`config.mk`:
```
export PLATFORM = sky130hd
export DESIGN_NAME = vec_dist_unit
export DESIGN_NICKNAME = d
export VERILOG_FILES = /design/src/rtl/vec_dist_unit.sv
export SDC_FILE = /design/constraint.sdc
export NUM_CORES = 1
export LEC_CHECK = 0
export BUFFER_PORTS_ARGS = -buffer_cell sky130_fd_sc_hd__buf_4
export CAP_MARGIN = 40
export CELL_PAD_IN_SITES_DETAIL_PLACEMENT = 1
export CELL_PAD_IN_SITES_GLOBAL_PLACEMENT = 1
export CORE_AREA = 5 5 266 268
export CTS_BUF_LIST = sky130_fd_sc_hd__clkbuf_16
export DETAILED_ROUTE_END_ITERATION = 10
export DIE_AREA = 0 0 271 273
export GPL_TIMING_DRIVEN = 0
export MAX_ROUTING_LAYER = met4
export PLACE_DENSITY = 0.53
export SLEW_MARGIN = 0
export SYNTH_ARGS = -nofsm -noshare
export SYNTH_HDL_FRONTEND = slang
export SYNTH_SLANG_ARGS = --single-unit
```
`constraint.sdc`:
```
create_clock -name clk -period 3.4 [get_ports clk]
set_input_delay 0.68 -clock clk [delete_from_list [all_inputs] [get_ports clk]]
set_output_delay 0.68 -clock clk [all_outputs]
set_load 0.02 [all_outputs]
```
`src/rtl/vec_dist_unit.sv`:
```
// rtl/vec_dist_unit.sv - streaming squared-Euclidean / Euclidean / Manhattan distance engine
module vec_dist_unit #(
   parameter int DATA_W     = 16,
   parameter int N_ELEMENTS = 1024,
   parameter int LANES      = 1,
   localparam int ACC_W     = 2*DATA_W + $clog2(N_ELEMENTS),
   localparam int SQRT_W    = (ACC_W + 1) / 2
) (
   input  logic                    clk,
   input  logic                    reset,
   input  logic                    start,
   input  logic [1:0]              mode,
   input  logic                    in_valid,
   output logic                    in_ready,
   input  logic [LANES*DATA_W-1:0] data_a,
   input  logic [LANES*DATA_W-1:0] data_b,
   output logic                    out_valid,
   input  logic                    out_ready,
   output logic [ACC_W-1:0]        result,
   output logic                    busy
);

   localparam int BEATS    = N_ELEMENTS / LANES;
   localparam int CNT_W    = $clog2(BEATS + 1);
   localparam int TERM_W   = 2*DATA_W;
   localparam int RAD_W    = 2*SQRT_W;
   localparam int REM_W    = SQRT_W + 1;
   localparam int SQ_CNT_W = $clog2(SQRT_W + 1);

   typedef enum logic [1:0] {ST_IDLE, ST_ACCUM, ST_SQRT, ST_DONE} state_t;

   state_t              state_q, state_d;
   logic [1:0]          mode_q, mode_d;
   logic [ACC_W-1:0]    acc_q, acc_d;
   logic [CNT_W-1:0]    beat_q, beat_d;
   logic [RAD_W-1:0]    rad_q, rad_d;
   logic [REM_W-1:0]    rem_q, rem_d;
   logic [SQRT_W-1:0]   root_q, root_d;
   logic [SQ_CNT_W-1:0] sq_cnt_q, sq_cnt_d;
   logic [ACC_W-1:0]    result_q, result_d;

   logic                squared_mode;
   logic                root_mode;
   logic                beat_fire;
   logic                last_beat;
   logic                sqrt_last;
   logic [ACC_W-1:0]    lane_sum;
   logic [REM_W+1:0]    rem_shift;
   logic [REM_W+1:0]    trial;

   // Mode 11 is reserved and behaves like squared Euclidean.
   assign squared_mode = (mode_q != 2'b10);
   assign root_mode    = (mode_q == 2'b01);
   assign beat_fire    = (state_q == ST_ACCUM) && in_valid;
   assign last_beat    = (beat_q == CNT_W'(BEATS - 1));
   assign sqrt_last    = (sq_cnt_q == SQ_CNT_W'(SQRT_W - 1));

   // Restoring root step: bring down the next two radicand bits and try subtracting 4*root+1.
   assign rem_shift = {rem_q, rad_q[RAD_W-1 -: 2]};
   assign trial     = (REM_W+2)'({root_q, 2'b01});

   // Sum of per-lane terms; absolute difference is taken without wrap.
   always_comb begin
      lane_sum = '0;
      for (int i = 0; i < LANES; i++) begin
         logic [DATA_W-1:0] a_el;
         logic [DATA_W-1:0] b_el;
         logic [DATA_W-1:0] diff;
         logic [TERM_W-1:0] term;
         a_el = data_a[i*DATA_W +: DATA_W];
         b_el = data_b[i*DATA_W +: DATA_W];
         diff = (a_el >= b_el) ? (a_el - b_el) : (b_el - a_el);
         if (squared_mode) begin
            term = TERM_W'(diff) * TERM_W'(diff);
         end else begin
            term = TERM_W'(diff);
         end
         lane_sum = lane_sum + ACC_W'(term);
      end
   end

   // Next-state logic.
   always_comb begin
      state_d = state_q;
      case (state_q)
         ST_IDLE:  if (start) state_d = ST_ACCUM;
         ST_ACCUM: if (beat_fire && last_beat) state_d = root_mode ? ST_SQRT : ST_DONE;
         ST_SQRT:  if (sqrt_last) state_d = ST_DONE;
         ST_DONE:  if (out_ready) state_d = ST_IDLE;
         default:  state_d = ST_IDLE;
      endcase
   end

   // Moore outputs decoded from the state.
   always_comb begin
      in_ready  = (state_q == ST_ACCUM);
      out_valid = (state_q == ST_DONE);
      busy      = (state_q != ST_IDLE);
   end

   assign result = result_q;

   // Datapath updates: mode latch, accumulation, square-root iterations, result capture.
   always_comb begin
      mode_d   = mode_q;
      acc_d    = acc_q;
      beat_d   = beat_q;
      rad_d    = rad_q;
      rem_d    = rem_q;
      root_d   = root_q;
      sq_cnt_d = sq_cnt_q;
      result_d = result_q;
      case (state_q)
         ST_IDLE: begin
            if (start) begin
               mode_d = mode;
               acc_d  = '0;
               beat_d = '0;
            end
         end
         ST_ACCUM: begin
            if (beat_fire) begin
               acc_d  = acc_q + lane_sum;
               beat_d = beat_q + CNT_W'(1);
               if (last_beat) begin
                  // The radicand is loaded here so the root starts on the very next cycle.
                  rad_d    = RAD_W'(acc_d);
                  rem_d    = '0;
                  root_d   = '0;
                  sq_cnt_d = '0;
                  if (!root_mode) result_d = acc_d;
               end
            end
         end
         ST_SQRT: begin
            rad_d    = {rad_q[RAD_W-3:0], 2'b00};
            sq_cnt_d = sq_cnt_q + SQ_CNT_W'(1);
            if (rem_shift >= trial) begin
               rem_d  = REM_W'(rem_shift - trial);
               root_d = SQRT_W'({root_q, 1'b1});
            end else begin
               rem_d  = REM_W'(rem_shift);
               root_d = SQRT_W'({root_q, 1'b0});
            end
            if (sqrt_last) result_d = ACC_W'(root_d);
         end
         default: ;
      endcase
   end

   // State register.
   always_ff @(posedge clk or negedge reset) begin
      if (!reset) state_q <= ST_IDLE;
      else        state_q <= state_d;
   end

   // Datapath registers; reset aborts any operation in flight.
   always_ff @(posedge clk or negedge reset) begin
      if (!reset) begin
         mode_q   <= '0;
         acc_q    <= '0;
         beat_q   <= '0;
         rad_q    <= '0;
         rem_q    <= '0;
         root_q   <= '0;
         sq_cnt_q <= '0;
         result_q <= '0;
      end else begin
         mode_q   <= mode_d;
         acc_q    <= acc_d;
         beat_q   <= beat_d;
         rad_q    <= rad_d;
         rem_q    <= rem_d;
         root_q   <= root_d;
         sq_cnt_q <= sq_cnt_d;
         result_q <= result_d;
      end
   end

endmodule
```
Word level (Yosys, flattened, before mapping):

Index checks and enable logic that the tools add are counted.

* memories kept: 0
* bits in latches: 0
* ROM bits: 0
* memory bits (writable): 0
* register bits after elaboration: 189
* output and inout bits: 45
* input bits: 39

* bitwise logic cells: 0
* muxes and demuxes: 33
* equality and inequality tests: 14
* add/sub/neg operators: 6
* shifts and indexed selects: 0
* divide/modulo/power cells: 0
* $mul: 1
* reduce and logical (&&, ||, !) cells: 11
* magnitude comparators: 2

Operators with widths (number)
* 2-to-1 mux 42 bit: 8
* case mux 42 bit (2 select lines): 3
* 2-to-1 mux 22 bit: 3
* case mux 22 bit (2 select lines): 1
* adder 42 x 32 -> 42 bit: 1
* 2-to-1 mux 21 bit: 2
* case mux 21 bit (2 select lines): 1
* multiplier 16 x 16 -> 32 bit: 1
* 2-to-1 mux 32 bit: 1
* subtractor 16 bit: 2
* >= comparator 24 x 23 -> 1 bit: 1
* 2-to-1 mux 11 bit: 2
* case mux 11 bit (2 select lines): 1
* subtractor 22 bit: 1
* >= comparator 16 bit: 1
* 2-to-1 mux 16 bit: 1
* adder 11 x 1 -> 11 bit (second input constant): 1
* == test 11 x 10 -> 1 bit (second input constant): 1
* 2-to-1 mux 5 bit: 2
* case mux 5 bit (2 select lines): 1
* 2-to-1 mux 2 bit: 4
* inequality test 2 x 1 -> 1 bit (second input constant): 4
* inequality test 2 bit (second input constant): 4
* case mux 2 bit (4 select lines): 1
* 12 further kinds: 19

Depth between registers and ports, before layout:

Gate-level depths: netlist of the first run.

* depth in word-level cells: 9
* mapped depth: 48
* gate-level depth less buffers: 45

Worst setup path before layout of the first run:

OpenSTA, ideal clock, no wires.

* kind: input-to-reg
* from: in data_a[6]
* to: reg rad_q[41]
* stages: 45
* setup slack: -7.226 ns
* setup time: 0.104 ns
* data arrival time: 10.522 ns
* cell sequence: inv_1 -> ha_1 -> buf_6 -> and2_4 -> a221o_1 -> a2111oi_2 -> nor3_1 -> buf_6 -> a211oi_2 -> a21oi_1 -> a41oi_2 -> xor2_2 -> buf_4 -> nor2_1 -> fa_1 -> inv_1 -> fa_1 -> inv_1 -> [9 not listed] -> nand2_1 -> a2111oi_0 -> a211oi_1 -> o31ai_1 -> a31oi_1 -> o21ai_0 -> xnor2_1 -> nor2_1 -> ha_1 -> nand3_1 -> nor2_1 -> and3_1 -> nand3_1 -> a2111o_1 -> o211ai_1 -> nor3b_2 -> xnor2_1 -> o311ai_1

* longest elaborated chain between the ends: 8

Ends and longest elaborated chain
* start, declared: line 15 `input logic [LANES*DATA_W-1:0] data_a,`
* subtractor 16 bit or >= comparator 16 bit (tied branches): line 72 `diff = (a_el >= b_el) ? (a_el - b_el) : (b_el - a_el);`
* 2-to-1 mux 16 bit (*): line 72
* multiplier 16 x 16 -> 32 bit: line 74 `term = TERM_W'(diff) * TERM_W'(diff);`
* 2-to-1 mux 32 bit (*): line 73 `if (squared_mode) begin`
* adder 42 x 32 -> 42 bit (*): line 123 `acc_d = acc_q + lane_sum;`
* 2-to-1 mux 42 bit (*): line 125 `if (last_beat) begin`
* 2-to-1 mux 42 bit (*): line 122 `if (beat_fire) begin`
* case mux 42 bit (2 select lines) (*): line 113 `case (state_q)`
* end signal, assigned: line 172 `rad_q <= rad_d;`
* end, declared: line 36 `logic [RAD_W-1:0] rad_q, rad_d;`

Every way passes the cells marked *; elsewhere a longest branch is shown, timed or not. The select of a mux whose other input is x is not followed.
A chain may end at the register's enable or synchronous reset.

Final worst setup path of the first run:

* from: in data_b[6]
* to: reg result_q[41], in the netlist result[41]

* longest elaborated chain between the ends: 9

Ends and longest elaborated chain
* start, declared: line 16 `input logic [LANES*DATA_W-1:0] data_b,`
* subtractor 16 bit or >= comparator 16 bit (tied branches): line 72
* 2-to-1 mux 16 bit (*): line 72
* multiplier 16 x 16 -> 32 bit: line 74
* 2-to-1 mux 32 bit (*): line 73
* adder 42 x 32 -> 42 bit (*): line 123
* 2-to-1 mux 42 bit (*): line 131 `if (!root_mode) result_d = acc_d;`
* 2-to-1 mux 42 bit (*): line 125
* 2-to-1 mux 42 bit (*): line 122
* case mux 42 bit (2 select lines) (*): line 113
* end signal, assigned: line 176 `result_q <= result_d;`
* end, declared: line 40 `logic [ACC_W-1:0] result_q, result_d;`

Marks and branches as above.

==> results of run 1 <==
==> logic make-up (layout without fill, tap and decap cells) <==
family                   count (synthesis)  count (layout)  share of synthesized area [%]
AND/OR/NAND/NOR                        643             643                           14.4
AO/OA/AOI/OAI                          593             593                           18.7
buffers and inverters                  419             684                           8.08
adder cells (fa/ha/maj)                359             359                           28.4
flip-flops                             189             189                           23.5
XOR/XNOR                               109             109                           5.07
multiplexers                            38              38                           1.96
other                                    0               1                              0
==> cells in the final DEF (no fill, tap or decap), drive strengths merged, types with 38 or more instances in the layout <==
cell    synthesis  routed
inv           312     315
buf            30     274
nand2         216     216
nor2          198     198
ha            195     195
dfrtp         189     189
o21ai         182     182
fa            163     163
a21oi         140     140
clkbuf         75      81
nand3          79      79
xnor2          68      68
a21o           55      55
xor2           40      40
nand2b         38      38
==> sequential cells by signal, indices dropped and copies added, names as in the netlist <==
signal / count
acc_q: 42
state_q: 2
rad_q: 42
rem_q: 22
mode_q: 2
sq_cnt_q: 5
result: 42
root_q: 21
beat_q: 11
==> final cells by class <==
| type | count | share of cell area [%] |
|---|---|---|
| Multi-Input combinational cell | 1742 | 61.5 |
| Timing Repair Buffer | 243 | 7.69 |
| Inverter | 314 | 4.53 |
| Clock inverter | 15 | 0.718 |
| Clock buffer | 17 | 1.59 |
| Buffer | 95 | 2.23 |
| Tap cell | 882 | 4.11 |
| Sequential cell | 189 | 17.6 |
| Antenna cell | 1 | 0.00933 |
==> metrics by stage <==
| stage | hold slack (ns) | worst slack, ns | cells | setup TNS, ns |
|---|---|---|---|---|
| 6_report | 0.258 | -6.96 | 3498 | -677.11 |
| 5_1_grt | 0.296 | -7.29 | 3498 | -718.19 |
| 4_1_cts | 0.268 | -6.95 | 3458 | -675.94 |
| 3_5_place_dp | 0.467 | -8.95 | 3321 | -843.44 |
| 3_3_place_gp | 0.459 | -8.95 | 3315 | -849.40 |
| 2_1_floorplan | 0.384 | -6.42 | 2350 | -610.37 |
==> final timing paths <==
| check | startpoint | endpoint | slack (ns) | cells after the start |
|---|---|---|---|---|
| setup / recovery | data_b[6] | result[41]$_DFFE_PN0P_ | -6.96 | 47 |
| hold / removal | reset | result[29]$_DFFE_PN0P_ | 0.26 | 1 |
| setup reg to reg | mode_q[0]$_DFFE_PN0P_ | result[41]$_DFFE_PN0P_ | -1.21 | 14 |
| hold reg to reg | acc_q[0]$_DFFE_PN0P_ | acc_q[0]$_DFFE_PN0P_ | 0.49 | 2 |
| max in group asynchronous | reset | rem_q[4]$_DFFE_PN0P_ | 2.13 | 2 |
| min in group clk | mode[0] | mode_q[0]$_DFFE_PN0P_ | 0.45 | 2 |
==> timing repair <==
item / 4_1_cts / 5_1_grt
endpoints found under the setup margin: 153 / 168
pin swaps: 168 / 108
gates cloned: 2 / 0
buffers inserted: 110 / 45
gates resized for setup: 323 / 125
==> worst max-delay path, delay by kind of cell <==
kind,cells,cell delay [ns]
simple gates,6,0.62
compound gates,15,3.26
xor+xnor,4,0.98
fa+ha+maj,9,3.59
buf+inv,13,1.51
==> layer usage <==
metal	vias to the layer above	wire length, µm	track usage (%)
met3	77	1440	1.61
met1	9291	34000	26.6
met5	-	0	-
li1	8447	-	-
met4	0	1980	5.20
met2	200	37700	35.7
==> results, run 1 <==
- The slowest stage of the critical path is the sky130_fd_sc_hd__fa_2 cell.
- Synthesis produced a netlist whose cell count is 2,350.
- The aggregate global routing overflow is 0.
- Across the run, the number of max-cap violations was 0.
- TritonCTS built the clock tree.
- The worst path in the final design needs a cycle of 10.36 ns, including I/O delays and setup.
- The count of synthesis-stage warnings from yosys is 0.
- Yosys mapped a number of flops with a built-in enable equal to 0.
- The clock transition time at the flip-flop clock pins of the worst setup and hold paths is approximately 0.090 ns.
- The die span in x is between 200 and 300 µm.
- The final number of max-transition violations came to 0.
- The congestion estimate from routability-driven global placement came to 0.868.
- The violation count after the first detailed-routing iteration is between 800 and 900.
- In the routed layout, each cell is associated on average with a via count of 5.15.
- During placement, the flow inserted port buffers numbering 83.
- The final standard cell utilization of the core is 39.4%.
- The transition time of the tightest slew-check pin is 0.880 ns.
- Of all cell types, the one taking the most synthesized area is sky130_fd_sc_hd__dfrtp_1.
- Headroom to the max-slew limit came out at between 40% and 50%.
- The worst setup path is launched from a primary input.
- During I/O placement, the number of pins put on the boundary was 84.
- The flip-flop and latch area is ~4700 µm².
- Of all nets on the critical path, the largest fanout is 6.
- Summing all non-filler instances in the final layout gives an area of 26,800 µm².
- The number of H-tree branching levels is 4.
- The final HPWL from detailed placement is 57,400 µm.
- The flip-flop and latch count after synthesis is 189.
- The detailed-route wire length is about 75,000 µm.
- Dividing the detail-routed wire length by the instance count gives 21.5 µm.
- The top flip-flop cell by instance count after synthesis is sky130_fd_sc_hd__dfrtp_1.
- After filler insertion, the fill cell instance count of the layout stands at between 7,000 and 8,000.
- The final count of hold timing violations is 0.
- Entering global routing, the biggest net connects ~100 pins.
- The worst path uses 305% of the clock period.
- The first global-routing pass estimated 117,000 µm of wire.
- From synthesis to final layout, the design area changed by 33.1%.
- The number of hold buffers added after cts is 0.
- Clock tree synthesis selected as its root buffer the cell sky130_fd_sc_hd__clkbuf_16.
- In this run the cell area measured after placement is ~23,000 µm².
- The smallest setup slack after layout is -6.96 ns.
- The average cell area after synthesis is ~8.6 µm².
- The number of global-route vias before repair came to 19,800.
- The overall routing resource usage is 20.7%.
- The first detailed-routing pass ran for 5 iterations.
- The detail route stage leaves a number of antenna-violating nets equal to 0.
- The achievable frequency is approximately 96 MHz.
- The synthesized netlist net count is 2,747.
- The maximum count of clock buffers along a single path is 2.
- In the final layout, the share of cells above drive strength 1 is 26.9%.
- The clock net sink count is 189.
- Setup repair after global routing could not meet its margin everywhere.
- The cell area after technology mapping is 20,100 µm².
- In the synthesized netlist, the cells that appear most often are sky130_fd_sc_hd__inv_1, sky130_fd_sc_hd__nand2_1, sky130_fd_sc_hd__ha_1, sky130_fd_sc_hd__nor2_1, sky130_fd_sc_hd__dfrtp_1.
- The checks that failed: setup timing.
- The number of clock buffers added by TritonCTS is 17.
- The total area inside the core boundary comes to ~68,000 µm².
- After synthesis, the share of flip-flops with an asynchronous set or reset is 100%.
- Summed over its instances, the top area cell type makes up 23.5% of the synthesized netlist area.
- On the final layout, the worst clock skew is 0.0192 ns.
- The initial antenna violation count was 1.
- The kind of end point of the critical path is a flop.
- The final layout contains 2,999 nets.
- The classification of the worst-slack hold path is primary input to async pin.
- Yosys instantiated no cell more often than sky130_fd_sc_hd__inv_1.
- The initial utilization of the core area, before any placement, comes to 29.6%.
- The vertical die dimension is 273 µm.
- By startpoint and endpoint, the worst setup path is classified as primary input to flop.
- The flow ran to the end, but the final reports show violations.
- At the worst endpoint, the required time is ~3.7 ns.
- The footprint of the multi-input gates is 16,500 µm².
- After synthesis, the cell types taking the most area are sky130_fd_sc_hd__dfrtp_1, sky130_fd_sc_hd__fa_1, sky130_fd_sc_hd__ha_1, sky130_fd_sc_hd__inv_1, sky130_fd_sc_hd__o21ai_0.
- The critical path arrival is 10.70 ns.
- The die outline area is 74,000 µm².
- The number of remaining DRC errors is 0.
- The later pin in the worst-skew pair is clocked with a latency of 0.46 ns.
- The share of the Yosys chip area taken by registers is a little under a quarter.
- The number of different library cells in the post-synthesis netlist is 84.
- The maximum cell stage delay along the critical path is between 0.5 and 0.6 ns.
- The routed layout has roughly 18,000 vias.
- The final setup violation count is 123.
- After floorplanning, the core was divided into 96 placement rows.
Power of run 1 is left out: the tool's default activity adds up to more than one toggle a clock period on the data nets, which glitch-free logic cannot reach.
==> inputs of run 2 (changes only) <==
--- a/config.mk
+++ b/config.mk
@@ -9,13 +9,13 @@
 export CAP_MARGIN = 40
 export CELL_PAD_IN_SITES_DETAIL_PLACEMENT = 1
 export CELL_PAD_IN_SITES_GLOBAL_PLACEMENT = 1
-export CORE_AREA = 5 5 266 268
+export CORE_AREA = 5 5 218 220
 export CTS_BUF_LIST = sky130_fd_sc_hd__clkbuf_16
 export DETAILED_ROUTE_END_ITERATION = 10
-export DIE_AREA = 0 0 271 273
+export DIE_AREA = 0 0 223 225
 export GPL_TIMING_DRIVEN = 0
 export MAX_ROUTING_LAYER = met4
-export PLACE_DENSITY = 0.53
+export PLACE_DENSITY = 0.76
 export SLEW_MARGIN = 0
 export SYNTH_ARGS = -nofsm -noshare
 export SYNTH_HDL_FRONTEND = slang
==> run 2 against run 1 <==
  * The flow still finishes with violations (setup timing)
  * Die area fell by 32%
  * Global-route usage rose by 11 points
  * Cell area rose by 1.0%
  * Wire length rose by 15%
  * Setup slack got worse by 0.65 ns
  * Critical path depth fell by 4
  * Critical path type unchanged
  * Largest cell class unchanged
==> results, run 2 (synthesis gave the netlist of run 1 again) <==
- The clock passes through at most 2 buffers.
- After detailed routing, the average wire length per cell comes to ~27 µm.
- For this block, the routed nets add up to 86,400 µm of wire.
- Across all layers, the routed design uses 19,800 vias.
- Following the worst setup path forward leads to its endpoint at acc_q[36]$_DFFE_PN0P_.
- The global placement routability congestion is between 0.9 and 1.
- The worst hold path belongs to the class primary input to async pin.
- The detail route stage leaves a number of antenna-violating nets equal to 0.
- The final critical-path share of the clock period is 324%.
- The run finished, with violations left.
- The cell type with the highest occurrence count on the critical path is sky130_fd_sc_hd__fa_1.
- The H-tree was split into 4 levels.
- The total overflow left after global routing is 0.
- The initial antenna violation count was 0.
- The fill cell instance count of the final layout is ~5,000.
- Along the worst path, the maximum fanout reaches 10.
- The clock root buffer is sky130_fd_sc_hd__clkbuf_16.
- For this run, the slowest stage of the critical path takes 0.63 ns.
- The achievable frequency is just over 90 MHz.
- The detailed-router iteration count before antenna repair is 7.
- The checks that failed: setup timing.
- The library cell used most frequently in the layout, excluding fill and tap cells, is sky130_fd_sc_hd__inv_1.
- The count of non-filler cells in the finished layout is 3,245.
- The final number of max-transition violations is 0.
- The number of CTS-inserted buffers is 17.
- The count of max-cap constraint violations is 0.
- The final critical-path required period is approximately 11 ns.
- The transition time of the tightest slew-check pin is 1.34 ns.
- Setup total negative slack on the finished layout was measured at -737.83 ns.
- STA classifies the critical path startpoint as a primary input.
- The die is approximately 230 µm tall.
- After routing the design area is 27,100 µm².
- The critical path arrival is 11.42 ns.
- Once placement finished, the instance area stood at between 20,000 and 25,000 µm².
- For this design the top-level I/O count stands at 84.
- Clock tree synthesis found a total of between 150 and 200 sinks.
- Global routing consumed, over all layers together, between 30% and 40% of the routing resources.
- The first global-routing pass estimated roughly 120,000 µm of wire.
- For this configuration, the core starts out at a cell density of 44.7%.
- The final HPWL from detailed placement is roughly 54,000 µm.
- The data required time at the worst endpoint is roughly 3.8 ns.
- The footprint of the multi-input gates is 16,700 µm².
- In the post-route analysis, the smallest setup slack over all paths is -7.61 ns.
- In this run the critical register-to-register path is captured at acc_q[36]$_DFFE_PN0P_.
- The die span in x is around 220 µm.
- The cell count of the worst reg-to-reg path is 14.
- The floorplan step defined a die boundary enclosing 50,200 µm².
- The total area inside the core boundary comes to roughly 45,000 µm².
- For the final database, setup skew stands at 0.0144 ns.
- The number of global-route vias before repair is 21,300.
- Summing all flip-flop and latch instances after layout gives 4730 µm².
- The count of buffers inserted at the top-level ports is 83.
- The TritonCTS clock tree is yes.
- The fraction of layout cells with a size suffix above 1 is 28.9%.
- The later pin in the worst-skew pair is clocked with a latency of 0.47 ns.
- From synthesis to final layout, the design area changed by 34.5%.
- The violation count after the first detailed-routing iteration is ~1,300.
- The final count of hold timing violations is 0.
- The net count reported at finish is 3,029.
- The source of the worst register-to-register timing path is mode_q[0]$_DFFE_PN0P_.
- The critical setup path kind is primary input to flop.
- After detailed placement, the design holds a cell count of 3,036.
- In the routed layout, each cell is associated on average with a via count of 6.11.
- Setup repair after global routing could not meet its margin everywhere.
- 0 antenna diodes ended up in the layout.
- The pin count of the biggest net entering global routing is 109.
- Headroom to the max-slew limit came out at 9.67%.
- The slowest stage of the critical path is the sky130_fd_sc_hd__fa_1 cell.
- In the layout the commonest cells are sky130_fd_sc_hd__inv_1, sky130_fd_sc_hd__buf_4, sky130_fd_sc_hd__nand2_1.
- The start point of the critical path is data_a[1].
- Before CTS, the worst setup slack after placement is -8.57 ns.
- The floorplan has 78 rows.
- The kind of end point of the critical path is a flop.
- Clock-pin slew was measured on the worst setup and hold paths at 0.08 ns.
- The register-to-register path setup slack is -2.40 ns.
- Setup violations remaining at the end of the flow were counted as 166.
- For this run, design rule violations remaining after detail routing come to 0.
run 2: cell count changes in the layout (fill, tap and decap cells not counted), moves of 6 or more:
cell | before | now
sky130_fd_sc_hd__nor2_1 | 171 | 160
sky130_fd_sc_hd__clkinv_8 | 6 | 0
sky130_fd_sc_hd__buf_6 | 41 | 59
sky130_fd_sc_hd__nor2_2 | 18 | 24
sky130_fd_sc_hd__clkinvlp_4 | 3 | 10
run 2: through the flow:
| stage | hold slack, ns | utilization, % |
|---|---|---|
| 6_report | 0.224 | 60.1 |
| 2_1_floorplan | 0.384 | - |
| 3_5_place_dp | 0.480 | 50.1 |
| 4_1_cts | 0.244 | 57.7 |
| 3_3_place_gp | 0.463 | 50.0 |
| 5_1_grt | 0.270 | 60.1 |
run 2: what timing repair did:
action,CTS,global route
setup buffers,138,53
cloned,2,0
setup endpoints to repair,146,169
pin swaps,178,96
resized for setup,366,156
hold buffers,0,0
run 2: worst min-delay path by stage:
stage	from	endpoint	slack, ns	cells past startpoint
6_report	reset	result[33]$_DFFE_PN0P_	0.22	1
5_1_grt	reset	result[33]$_DFFE_PN0P_	0.27	1
4_1_cts	reset	result[33]$_DFFE_PN0P_	0.24	1
3_5_place_dp	result[33]$_DFFE_PN0P_	result[33]$_DFFE_PN0P_	0.48	2
3_3_place_gp	acc_q[0]$_DFFE_PN0P_	acc_q[0]$_DFFE_PN0P_	0.46	2
2_1_floorplan	reset	acc_q[0]$_DFFE_PN0P_	0.38	0
run 2: critical path: cells and delay by family:
kind                     cells  cell delay, ns
adder cells (fa/ha/maj)      9            4.37
AO/OA/AOI/OAI               16            3.52
AND/OR/NAND/NOR              6            1.22
buffers and inverters        9            1.05
XOR/XNOR                     2            0.33
multiplexers                 1            0.23
run 2: layout make-up:
cell class	instances	share of cell area, %
Tap cell	600	2.77
Multi-Input combinational cell	1742	61.8
Inverter	314	4.53
Clock buffer	17	1.57
Sequential cell	189	17.5
Buffer	97	2.29
Timing Repair Buffer	271	8.95
Clock inverter	15	0.642
run 2: per-layer routing:
metal / GRT usage (%) / vias up / wire, µm
li1: - / 8509 / -
met1: 37.0 / 10100 / 32500
met2: 55.7 / 859 / 43900
met3: 2.89 / 355 / 4310
met4: 14.4 / 0 / 5670
met5: - / - / 0
Power of run 2 is left out for the same reason.
==> inputs of run 3 (changes only) <==
--- a/config.mk
+++ b/config.mk
@@ -11,11 +11,13 @@
 export CELL_PAD_IN_SITES_GLOBAL_PLACEMENT = 1
 export CORE_AREA = 5 5 218 220
 export CTS_BUF_LIST = sky130_fd_sc_hd__clkbuf_16
+export CTS_CLUSTER_SIZE = 28
 export DETAILED_ROUTE_END_ITERATION = 10
 export DIE_AREA = 0 0 223 225
 export GPL_TIMING_DRIVEN = 0
 export MAX_ROUTING_LAYER = met4
 export PLACE_DENSITY = 0.76
+export SETUP_SLACK_MARGIN = 0.1
 export SLEW_MARGIN = 0
 export SYNTH_ARGS = -nofsm -noshare
 export SYNTH_HDL_FRONTEND = slang
==> run 3 against run 2 <==
  * The run still ends with setup timing left
  * Via count down 0.39%
  * Critical path depth up 4
  * Setup slack better by 0.15 ns
  * Critical endpoint is now rad_q[39]$_DFFE_PN0P_
  * Clock-buffer cell count unchanged
  * Hold slack worse by 0.0028 ns
  * Cell area up 0.10%
  * Sequential cell count unchanged
  * First-iteration DRC count down 7.6%
  * Fmax up 1.4%
  * Die area unchanged
  * Non-clock buffer count up 10
==> results, run 3 (synthesis gave the netlist of run 1 again) <==
- The fraction of layout cells with a size suffix above 1 is 28.9%.
- The category of the worst setup path launch point is a primary input.
- The worst hold path belongs to the class primary input to async pin.
- The routed design could run at a clock period as short as 10.86 ns.
- The clock transition time at the flip-flop clock pins of the worst setup and hold paths is about 0.07 ns.
- The final worst hold slack is 0.221 ns.
- The pin count of the biggest net entering global routing is 109.
- TritonCTS built the clock tree.
- The number of cell rows is 78.
- The clock net sink count is 189.
- The cell type with the highest occurrence count on the critical path is sky130_fd_sc_hd__inv_1.
- For this run, the total global-route usage over all layers was measured as roughly 31%.
- The area added between synthesis and finish is 34.6%.
- The global placement routability congestion is around 0.93.
- The area inside the core boundary is 45,100 µm².
- After detailed placement, the total cell area comes to 22,600 µm².
- The floorplan step set the die width to approximately 220 µm.
- The achievable frequency is 92.1 MHz.
- Among all stages on the critical path, the largest delay is contributed by sky130_fd_sc_hd__fa_1.
- The later-pin clock latency in the skew report is 0.47 ns.
- The critical path is of the primary input to flop type.
- After detailed routing, the number of vias per cell comes to between 6 and 7.
- The violation count after the first detailed-routing iteration is between 1,000 and 1,500.
- In the finished design, the share of the clock period the worst path needs comes to 319%.
- The final count of hold timing violations is 0.
- The maximum cell stage delay along the critical path is around 0.57 ns.
- The count of buffers inserted at the top-level ports is 83.
- The vertical die dimension is roughly 230 µm.
- The final number of max-transition violations is 0.
- The smallest setup slack after layout is -7.46 ns.
- The first-pass GRT wire length is 120,000 µm.
- The starting utilization of the core area is 44.7%.
- The commonest non-fill, non-tap cell in the layout is sky130_fd_sc_hd__inv_1.
- The average routed wire per standard cell is 25.9 µm.
- The total via count in the routed design is 19,800.
- In this run, CTS created clock tree buffers numbering 17.
- Summing all non-filler instances in the final layout gives an area of 27,100 µm².
- No sink is reached through more buffers than the 2 on the longest clock path.
- The count of max-cap constraint violations is 0.
- The data required time at the worst endpoint is 3.74 ns.
- Setup repair after global routing could not meet its margin everywhere.
- Setup violations remaining at the end of the flow were counted as 123.
- For the worst setup path, the data arrival time is between 10 and 15 ns.
- The detail route stage leaves a number of antenna-violating nets equal to 0.
- The initial antenna violation count is 0.
- The total inserted antenna cells is 0.
- The number of H-tree branching levels is 4.
- Along the worst path, the maximum fanout reaches 6.
- Leaving out fill and tap cells, the most frequent cells in the layout are sky130_fd_sc_hd__inv_1, sky130_fd_sc_hd__buf_4, sky130_fd_sc_hd__nand2_1.
- During I/O placement, the number of pins put on the boundary was 84.
- The checks that failed: setup timing.
- The net count reported at finish is 3,039.
- The number of remaining DRC errors is 0.
- The routed design has approximately 84,000 µm of wire.
- The detailed-router iteration count before antenna repair is 5.
- Measured against its own limit, the worst slew margin works out to 35.2%.
- The flow ran to the end, but the final reports show violations.
- Across the routed clock network, the largest skew measured is 0.0136 ns.
- The total overflow left after global routing is 0.
- The floorplan step defined a die boundary enclosing 50,200 µm².
- At the pin with the least slew margin, the transition time is 0.972 ns.
- The root buffer cell chosen for the clock tree is sky130_fd_sc_hd__clkbuf_16.
- The number of global-route vias before repair is 21,000.
- The kind of end point of the critical path is a flop.
- The final HPWL from detailed placement is roughly 54,000 µm.
## run 3: critical path, delay by kind of cell
family                   cells  cell delay, ns
adder cells (fa/ha/maj)     10            4.23
AND/OR/NAND/NOR              4            0.52
AO/OA/AOI/OAI               17            3.44
buffers and inverters       12            1.35
XOR/XNOR                     4            0.95
## run 3: metrics by stage
stage	utilization, %	TNS [ns]	worst slack, ns	cells
5_1_grt	60.1	-757.03	-7.64	3255
3_3_place_gp	50.0	-815.18	-8.55	3033
3_5_place_dp	50.1	-830.04	-8.57	3036
6_report	60.1	-732.31	-7.46	3255
2_1_floorplan	-	-610.37	-6.42	2350
4_1_cts	57.0	-679.54	-6.91	3177
## run 3: repair_timing
action | CTS | global route
pin swaps | 146 | 124
setup endpoints to repair | 148 | 153
gates resized for setup | 332 | 184
hold buffers | 0 | 0
cloned | 2 | 0
setup buffers | 108 | 85
## run 3: area by class of cell
class                           instances  area [µm²]
Fill cell                            5038       18000
Multi-Input combinational cell       1742       16700
Sequential cell                       189        4730
Timing Repair Buffer                  278        2420
Inverter                              314        1220
Tap cell                              600         751
Buffer                                100         671
Clock buffer                           17         425
Clock inverter                         15         174
## run 3: worst paths after layout
path | from | end | slack (ns) | depth (start not counted)
min reg2reg | result[12]$_DFFE_PN0P_ | result[12]$_DFFE_PN0P_ | 0.50 | 2
max reg2reg | mode_q[0]$_DFFE_PN0P_ | result[16]$_DFFE_PN0P_ | -1.40 | 13
min | reset | result[33]$_DFFE_PN0P_ | 0.22 | 1
max | data_b[0] | rad_q[39]$_DFFE_PN0P_ | -7.46 | 47
min in group clk | mode[1] | mode_q[1]$_DFFE_PN0P_ | 0.45 | 2
max in group asynchronous | reset | rem_q[4]$_DFFE_PN0P_ | 2.19 | 2
## run 3: layer usage
metal	track usage [%]	part of all wire [%]	up-vias
met5	-	0	-
met4	13.0	5.8	0
met3	3.41	4.2	292
met2	55.0	51	702
met1	36.4	39	10200
li1	-	-	8536
Power of run 3 is left out for the same reason.
